`config.mk`:
```
export PLATFORM = sky130hd
export DESIGN_NAME = op_unit_arbiter_flat
export DESIGN_NICKNAME = d
export VERILOG_FILES = /design/src/rtl/op_unit_arbiter_if.sv /design/src/rtl/op_unit_arbiter.sv /design/src/flat_wrapper.sv
export SDC_FILE = /design/constraint.sdc
export NUM_CORES = 1
export LEC_CHECK = 0
export BUFFER_PORTS_ARGS = -buffer_cell sky130_fd_sc_hd__buf_2
export CAP_MARGIN = 0
export CORE_MARGIN = 2
export CORE_UTILIZATION = 57
export CTS_CLUSTER_DIAMETER = 50
export CTS_CLUSTER_SIZE = 40
export DETAILED_ROUTE_END_ITERATION = 7
export HOLD_SLACK_MARGIN = 0.06
export PLACE_DENSITY = 0.85
export SYNTH_ARGS = -nofsm -noshare
export SYNTH_HDL_FRONTEND = slang
export SYNTH_SLANG_ARGS = --single-unit
```
`constraint.sdc`:
```
create_clock -name clk -period 5.1 [get_ports clk]
set_input_delay 1.02 -clock clk [delete_from_list [all_inputs] [get_ports clk]]
set_output_delay 1.02 -clock clk [all_outputs]
set_load 0.1 [all_outputs]
```
`src/rtl/op_unit_arbiter_if.sv`:
```
// rtl/op_unit_arbiter_if.sv - command/result bundle between requesters, consumer and op_unit_arbiter
// Purpose: groups both requester command channels, the result channel and the
//   delivered-result counter so the arbiter and its environment share one port.
// Ports (signals):
//   req0_*/req1_* : valid/ready handshake plus opcode and operands A..D per requester
//   res_*         : valid/ready result channel with data, requester ID and error flag
//   op_count      : results delivered since reset (CNT_W bits, wrapping)
// Modports: master = command sources + result consumer, slave = the arbiter.
interface op_unit_arbiter_if #(
  parameter int CNT_W = 8
);
  logic             req0_valid;
  logic             req0_ready;
  logic [3:0]       req0_op;
  logic [3:0]       req0_a;
  logic [3:0]       req0_b;
  logic [3:0]       req0_c;
  logic [3:0]       req0_d;
  logic             req1_valid;
  logic             req1_ready;
  logic [3:0]       req1_op;
  logic [3:0]       req1_a;
  logic [3:0]       req1_b;
  logic [3:0]       req1_c;
  logic [3:0]       req1_d;
  logic             res_valid;
  logic             res_ready;
  logic [3:0]       res_data;
  logic             res_id;
  logic             res_err;
  logic [CNT_W-1:0] op_count;

  modport master (
    output req0_valid, req0_op, req0_a, req0_b, req0_c, req0_d,
    output req1_valid, req1_op, req1_a, req1_b, req1_c, req1_d,
    output res_ready,
    input  req0_ready, req1_ready,
    input  res_valid, res_data, res_id, res_err, op_count
  );

  modport slave (
    input  req0_valid, req0_op, req0_a, req0_b, req0_c, req0_d,
    input  req1_valid, req1_op, req1_a, req1_b, req1_c, req1_d,
    input  res_ready,
    output req0_ready, req1_ready,
    output res_valid, res_data, res_id, res_err, op_count
  );
endinterface

```
`src/rtl/op_unit_arbiter.sv`:
```
// rtl/op_unit_arbiter.sv - two-requester round-robin arbiter and sequencer for the 4-bit operator unit
// Purpose: accepts one command at a time from two requesters, evaluates the
//   selected 4-bit function in a registered execute stage and holds the tagged
//   result until the consumer takes it.
// Ports:
//   clk : clock, all state updates on the rising edge
//   rst : synchronous active-high reset
//   bus : op_unit_arbiter_if.slave (requester channels, result channel, op_count)
module op_unit_arbiter #(
  parameter int CNT_W = 8
) (
  input  logic                clk,
  input  logic                rst,
  op_unit_arbiter_if.slave    bus
);

  typedef enum logic [1:0] {
    S_IDLE = 2'd0,
    S_EXEC = 2'd1,
    S_HOLD = 2'd2
  } state_t;

  state_t           r_state;
  state_t           w_state_next;

  logic             r_last;
  logic             r_id;
  logic [3:0]       r_op;
  logic [3:0]       r_a;
  logic [3:0]       r_b;
  logic [3:0]       r_c;
  logic [3:0]       r_d;

  logic             r_res_valid;
  logic [3:0]       r_res_data;
  logic             r_res_id;
  logic             r_res_err;
  logic [CNT_W-1:0] r_op_count;

  logic             w_grant;
  logic             w_grant_id;
  logic             w_deliver;
  logic [3:0]       w_result;
  logic             w_err;

  // Next state and handshake strobes. Grants are suppressed while rst is high
  // so no handshake can complete in a reset cycle.
  always_comb begin
    w_state_next = r_state;
    w_grant      = 1'b0;
    w_grant_id   = 1'b0;
    w_deliver    = 1'b0;
    case (r_state)
      S_IDLE: begin
        if (!rst && (bus.req0_valid || bus.req1_valid)) begin
          w_grant      = 1'b1;
          // Contention goes to the requester that did not win last time;
          // otherwise the lone valid requester wins.
          w_grant_id   = (bus.req0_valid && bus.req1_valid) ? ~r_last : bus.req1_valid;
          w_state_next = S_EXEC;
        end
      end
      S_EXEC: begin
        w_state_next = S_HOLD;
      end
      S_HOLD: begin
        if (bus.res_ready) begin
          w_deliver    = 1'b1;
          w_state_next = S_IDLE;
        end
      end
      default: begin
        w_state_next = S_IDLE;
      end
    endcase
  end

  always_ff @(posedge clk) begin
    if (rst) begin
      r_state <= S_IDLE;
    end else begin
      r_state <= w_state_next;
    end
  end

  // Operator datapath on the captured operands.
  always_comb begin
    w_result = 4'd0;
    w_err    = 1'b0;
    case (r_op)
      4'd0: w_result = r_b + r_c;
      4'd1: w_result = (r_c >= 4'd4) ? 4'd0 : (r_b >> r_c);
      4'd2: w_result = {3'b000, (r_a > r_b)};
      4'd3: w_result = {3'b000, (r_a == r_d)};
      4'd4: w_result = r_a & r_b;
      4'd5: w_result = {3'b000, (|r_b)};
      4'd6: w_result = {3'b000, ((r_a > r_b) || (r_a > r_d))};
      4'd7: w_result = {r_c[1:0], r_d[3:2]};
      4'd8: w_result = (r_a > r_b) ? r_a : r_b;
      default: begin
        w_result = 4'd0;
        w_err    = 1'b1;
      end
    endcase
  end

  always_ff @(posedge clk) begin
    if (rst) begin
      r_last      <= 1'b1;
      r_id        <= 1'b0;
      r_op        <= 4'd0;
      r_a         <= 4'd0;
      r_b         <= 4'd0;
      r_c         <= 4'd0;
      r_d         <= 4'd0;
      r_res_valid <= 1'b0;
      r_res_data  <= 4'd0;
      r_res_id    <= 1'b0;
      r_res_err   <= 1'b0;
      r_op_count  <= '0;
    end else begin
      if (w_grant) begin
        r_last <= w_grant_id;
        r_id   <= w_grant_id;
        r_op   <= w_grant_id ? bus.req1_op : bus.req0_op;
        r_a    <= w_grant_id ? bus.req1_a  : bus.req0_a;
        r_b    <= w_grant_id ? bus.req1_b  : bus.req0_b;
        r_c    <= w_grant_id ? bus.req1_c  : bus.req0_c;
        r_d    <= w_grant_id ? bus.req1_d  : bus.req0_d;
      end
      if (r_state == S_EXEC) begin
        r_res_valid <= 1'b1;
        r_res_data  <= w_result;
        r_res_id    <= r_id;
        r_res_err   <= w_err;
      end
      if (w_deliver) begin
        r_res_valid <= 1'b0;
        r_op_count  <= r_op_count + CNT_W'(1);
      end
    end
  end

  assign bus.req0_ready = w_grant & ~w_grant_id;
  assign bus.req1_ready = w_grant &  w_grant_id;
  assign bus.res_valid  = r_res_valid;
  assign bus.res_data   = r_res_data;
  assign bus.res_id     = r_res_id;
  assign bus.res_err    = r_res_err;
  assign bus.op_count   = r_op_count;

endmodule
```
`src/flat_wrapper.sv`:
```
// flat-port wrapper written by rule: the top's interface ports become plain ports
module op_unit_arbiter_flat 
#(
  parameter int CNT_W = 8
)
  (clk, rst, bus_req0_valid, bus_req0_op, bus_req0_a, bus_req0_b, bus_req0_c, bus_req0_d, bus_req1_valid, bus_req1_op, bus_req1_a, bus_req1_b, bus_req1_c, bus_req1_d, bus_res_ready, bus_req0_ready, bus_req1_ready, bus_res_valid, bus_res_data, bus_res_id, bus_res_err, bus_op_count);
  op_unit_arbiter_if #(.CNT_W(CNT_W)) bus_i ();
  input  logic clk;
  input  logic rst;
  input wire logic [$bits(bus_i.req0_valid)-1:0] bus_req0_valid;
  input wire logic [$bits(bus_i.req0_op)-1:0] bus_req0_op;
  input wire logic [$bits(bus_i.req0_a)-1:0] bus_req0_a;
  input wire logic [$bits(bus_i.req0_b)-1:0] bus_req0_b;
  input wire logic [$bits(bus_i.req0_c)-1:0] bus_req0_c;
  input wire logic [$bits(bus_i.req0_d)-1:0] bus_req0_d;
  input wire logic [$bits(bus_i.req1_valid)-1:0] bus_req1_valid;
  input wire logic [$bits(bus_i.req1_op)-1:0] bus_req1_op;
  input wire logic [$bits(bus_i.req1_a)-1:0] bus_req1_a;
  input wire logic [$bits(bus_i.req1_b)-1:0] bus_req1_b;
  input wire logic [$bits(bus_i.req1_c)-1:0] bus_req1_c;
  input wire logic [$bits(bus_i.req1_d)-1:0] bus_req1_d;
  input wire logic [$bits(bus_i.res_ready)-1:0] bus_res_ready;
  output wire logic [$bits(bus_i.req0_ready)-1:0] bus_req0_ready;
  output wire logic [$bits(bus_i.req1_ready)-1:0] bus_req1_ready;
  output wire logic [$bits(bus_i.res_valid)-1:0] bus_res_valid;
  output wire logic [$bits(bus_i.res_data)-1:0] bus_res_data;
  output wire logic [$bits(bus_i.res_id)-1:0] bus_res_id;
  output wire logic [$bits(bus_i.res_err)-1:0] bus_res_err;
  output wire logic [$bits(bus_i.op_count)-1:0] bus_op_count;
  assign bus_i.req0_valid = bus_req0_valid;
  assign bus_i.req0_op = bus_req0_op;
  assign bus_i.req0_a = bus_req0_a;
  assign bus_i.req0_b = bus_req0_b;
  assign bus_i.req0_c = bus_req0_c;
  assign bus_i.req0_d = bus_req0_d;
  assign bus_i.req1_valid = bus_req1_valid;
  assign bus_i.req1_op = bus_req1_op;
  assign bus_i.req1_a = bus_req1_a;
  assign bus_i.req1_b = bus_req1_b;
  assign bus_i.req1_c = bus_req1_c;
  assign bus_i.req1_d = bus_req1_d;
  assign bus_i.res_ready = bus_res_ready;
  assign bus_req0_ready = bus_i.req0_ready;
  assign bus_req1_ready = bus_i.req1_ready;
  assign bus_res_valid = bus_i.res_valid;
  assign bus_res_data = bus_i.res_data;
  assign bus_res_id = bus_i.res_id;
  assign bus_res_err = bus_i.res_err;
  assign bus_op_count = bus_i.op_count;
  op_unit_arbiter #(.CNT_W(CNT_W)) u_core (.clk(clk), .rst(rst), .bus(bus_i));
endmodule
```
==> impl_metrics.ini <==
[logic_synthesis]
yosysMostFrequentCell = nor2_1
synthFlopType = dfxtp_1
ys_warn_count = 0
synth-xor-area-share = 0.03252
synth_top_area_share = 0.3221
synth-simple-area-share = 0.1637
yosysSeqAreaShare = 0.3221
synth_edf_count = 0
synthMuxAreaShare = 0.1213
synth_compound_area_frac = 0.2122
netlist_area_mm2 = 0.002424
synth_common_cells = nor2_1, dfxtp_1, mux2i_1
synth_top_family_by_area = compound AO/OA/AOI/OAI gates
syn_inst = 261
synth-adder-area-share = 0.09602
yosysTopAreaCell = dfxtp_1
ys_types = 47
synth_area_leaders = dfxtp_1, mux2i_1, a211oi_2
yosys_register_bits = 39
async_flop_share = 0
avgSynthCellArea_um2 = 9.286
synth_nets = 324

[placed_design]
placed_area_mm2 = 0.002723
place_congestion = 0.8843
io_buffers = 61
place_ws_ns = 1.377
dp_hpwl_um = 4097

[drt]
drt_wl_total_um = 5414
vias = 2081
drc_errors = 0
wl_per_cell_um = 14.71
drt_pass1_iterations = 4
drtIter0Drc = 81
via_per_inst = 5.655
final_antenna_net_count = 0

[timing]
fin_crit_sh = 0.7280
clock_skew_ns = 0.004988
drv_slew = 0
relSlewSlack = 0.4039
finalSetupViolCount = 0
clock.fmax_mhz = 269.3
timing.setup.tns_ns = 0
min_period_ns = 3.713
worst_pin_slew_ns = 0.8942
setup_slack_ns = 1.387
hold_viol = 0
rsz0062_at_grt = no

[power_and_ir_drop]
p_sw_uw = 289.1
switching_share = 0.3448
power_frac_clock = 0.276
p_seq_frac = 0.428
power_frac_comb = 0.296
p_leak_nw = 1.224
powerDensity_mw_per_mm2 = 296.7
ir_worst_vdd_uv = 259.0
p_int_uw = 549.4

[die]
die_w_um = 69.21
placementRows = 23
coreArea_mm2 = 0.004058
num_io_pins = 62
die_y_um = 69.21
die_area_mm2 = 0.004789
initial_core_util = 0.5973

[setup_path]
arrival_ns = 2.69
r2r-start = u_core.r_b[1]$_SDFFE_PP0P_
crit_fanout = 40
r2r.worst_path.cells = 8
path_depth = 5
startpoint = rst
slowest_stage = or4_4
crit_family = buffers and inverters
criticalPathCategory = input port to output pin
r2r_end = u_core.bus.res_data[3]$_SDFFE_PP0N_
required_ns = 4.08
cpPeakStageDelay_ns = 0.63
critPathLaunchType = input port
critPathCaptureType = output pin
cp-endpoint = bus_req1_ready
crit_top_cell = buf_2
rrSetupSlack_ns = 2.96
worstPathCellList = buf_2 -> or4_4 -> clkinv_2 -> and2_1 -> buf_2
critical_path_buf_inv_count = 3

[final_layout]
areaGrowthSynthToFinish_pct = 16.62
fillCellCount = 351
post-route-util = 0.6966
antenna_cells = 0
drive_gt1_frac = 0.3113
nets = 380
design_area_mm2 = 0.002826

[clock_network]
ctsHoldBuffers = 0
clkTransAtPathRegs_ns = 0.08
cts_made_buffers = 5
clock_sinks = 39
htree_levels = 2
clk_latency_ns = 0.29
post_cts_resized = 0
cts-root-buf = clkbuf_8
cts_tree = done
cts_buffer_depth = 2
cts_setup_buffers = 0

[global_routing]
grt_pass1_vias = 2012
grt_pass1_wl_um = 9308
grt_usage = 0.2393
antenna_found_initial = 0
overflow = 0
grt_max_degree = 42

[status]
outcome = complete, no violations

[worst_hold_path]
hp-class = flop to flop
min_path_cells = 2

[flow_run]
cap_viol_max_count = 0
-- metal layers --
layer | GRT usage | part of all wire | up-vias
li1 | - | - | 1047
met1 | 0.2866 | 0.43 | 961
met2 | 0.4199 | 0.49 | 65
met3 | 0.06541 | 0.063 | 8
met4 | 0.06536 | 0.012 | 0
met5 | 0 | 0 | -
-- cell type report --
cell class | instances | area (um2) | area share
flip-flops and latches | 39 | 780.7 | 0.2762
clock inverters | 1 | 7.507 | 0.002656
clock buffers | 7 | 96.34 | 0.03409
inverters | 11 | 42.54 | 0.01505
multi-input cells | 197 | 1516 | 0.5365
well taps | 50 | 62.56 | 0.02213
repair buffers | 63 | 320.3 | 0.1133
-- layout by cell type, fill, tap and decap left out, types with 5 or more instances in the layout --
cell      instances
xor2_1            7
ha_1             17
buf_2            61
nand4_1           5
nor2_1           42
clkbuf_8          7
a211oi_2         19
a21oi_1           9
nand2_1          12
inv_1            10
mux2i_1          26
dfxtp_1          39
-- worst min-delay path by stage --
stage / startpoint / endpoint / slack, ns
6_report: u_core.bus.res_id$_SDFFE_PP0N_ / u_core.bus.res_id$_SDFFE_PP0N_ / 0.46
3_5_place_dp: u_core.bus.res_id$_SDFFE_PP0N_ / u_core.bus.res_id$_SDFFE_PP0N_ / 0.45
5_1_grt: u_core.r_id$_SDFFE_PP0P_ / u_core.bus.res_id$_SDFFE_PP0N_ / 0.49
4_1_cts: u_core.bus.res_id$_SDFFE_PP0N_ / u_core.bus.res_id$_SDFFE_PP0N_ / 0.46
2_1_floorplan: u_core.r_id$_SDFFE_PP0P_ / u_core.bus.res_id$_SDFFE_PP0N_ / 0.43
3_3_place_gp: u_core.bus.res_id$_SDFFE_PP0N_ / u_core.bus.res_id$_SDFFE_PP0N_ / 0.44
-- sequential cells by signal (all words and copies together) (netlist names), 2 cells and up --
register	flops
u_core.bus.res_data	4
u_core.bus.op_count	8
u_core.r_b	4
u_core.r_state	2
u_core.r_d	4
u_core.r_a	4
u_core.r_op	4
u_core.r_c	4
-- metrics by stage --
stage | hold slack, ns | instances | power (mW)
CTS | 0.4626 | 368 | 0.8432
floorplan | 0.4323 | 261 | 0.5570
global route | 0.4895 | 368 | 0.8860
detailed placement | 0.4519 | 360 | 0.6128
global placement | 0.4430 | 360 | 0.6032
finish | 0.4581 | 368 | 0.8385
-- cells by family (layout without fill, tap and decap cells) --
logic type | Yosys count | after routing
fa+ha+maj | 18 | 18
compound gates | 57 | 57
xor+xnor | 9 | 9
mux | 29 | 29
buf+inv | 25 | 82
flops | 39 | 39
simple gates | 84 | 84
-- worst register-to-register path, stage by stage (launching register included) --
cell      delay, ns
dfxtp_1        0.54
inv_1          0.09
ha_1           0.32
nor2b_1        0.14
o211ai_1       0.25
a21oi_4        0.14
mux2i_1        0.16
o21a_1         0.19
a211oi_1       0.22
-- power groups by stage --
stage               sequential (mW)  combinational (mW)  clock [mW]
finish                        0.359               0.248       0.231
CTS                           0.358               0.249       0.236
floorplan                     0.379               0.178           0
global route                  0.363               0.273       0.250
detailed placement            0.365               0.247           0
global placement              0.364               0.239           0
Power figures use the tool's default switching activity.
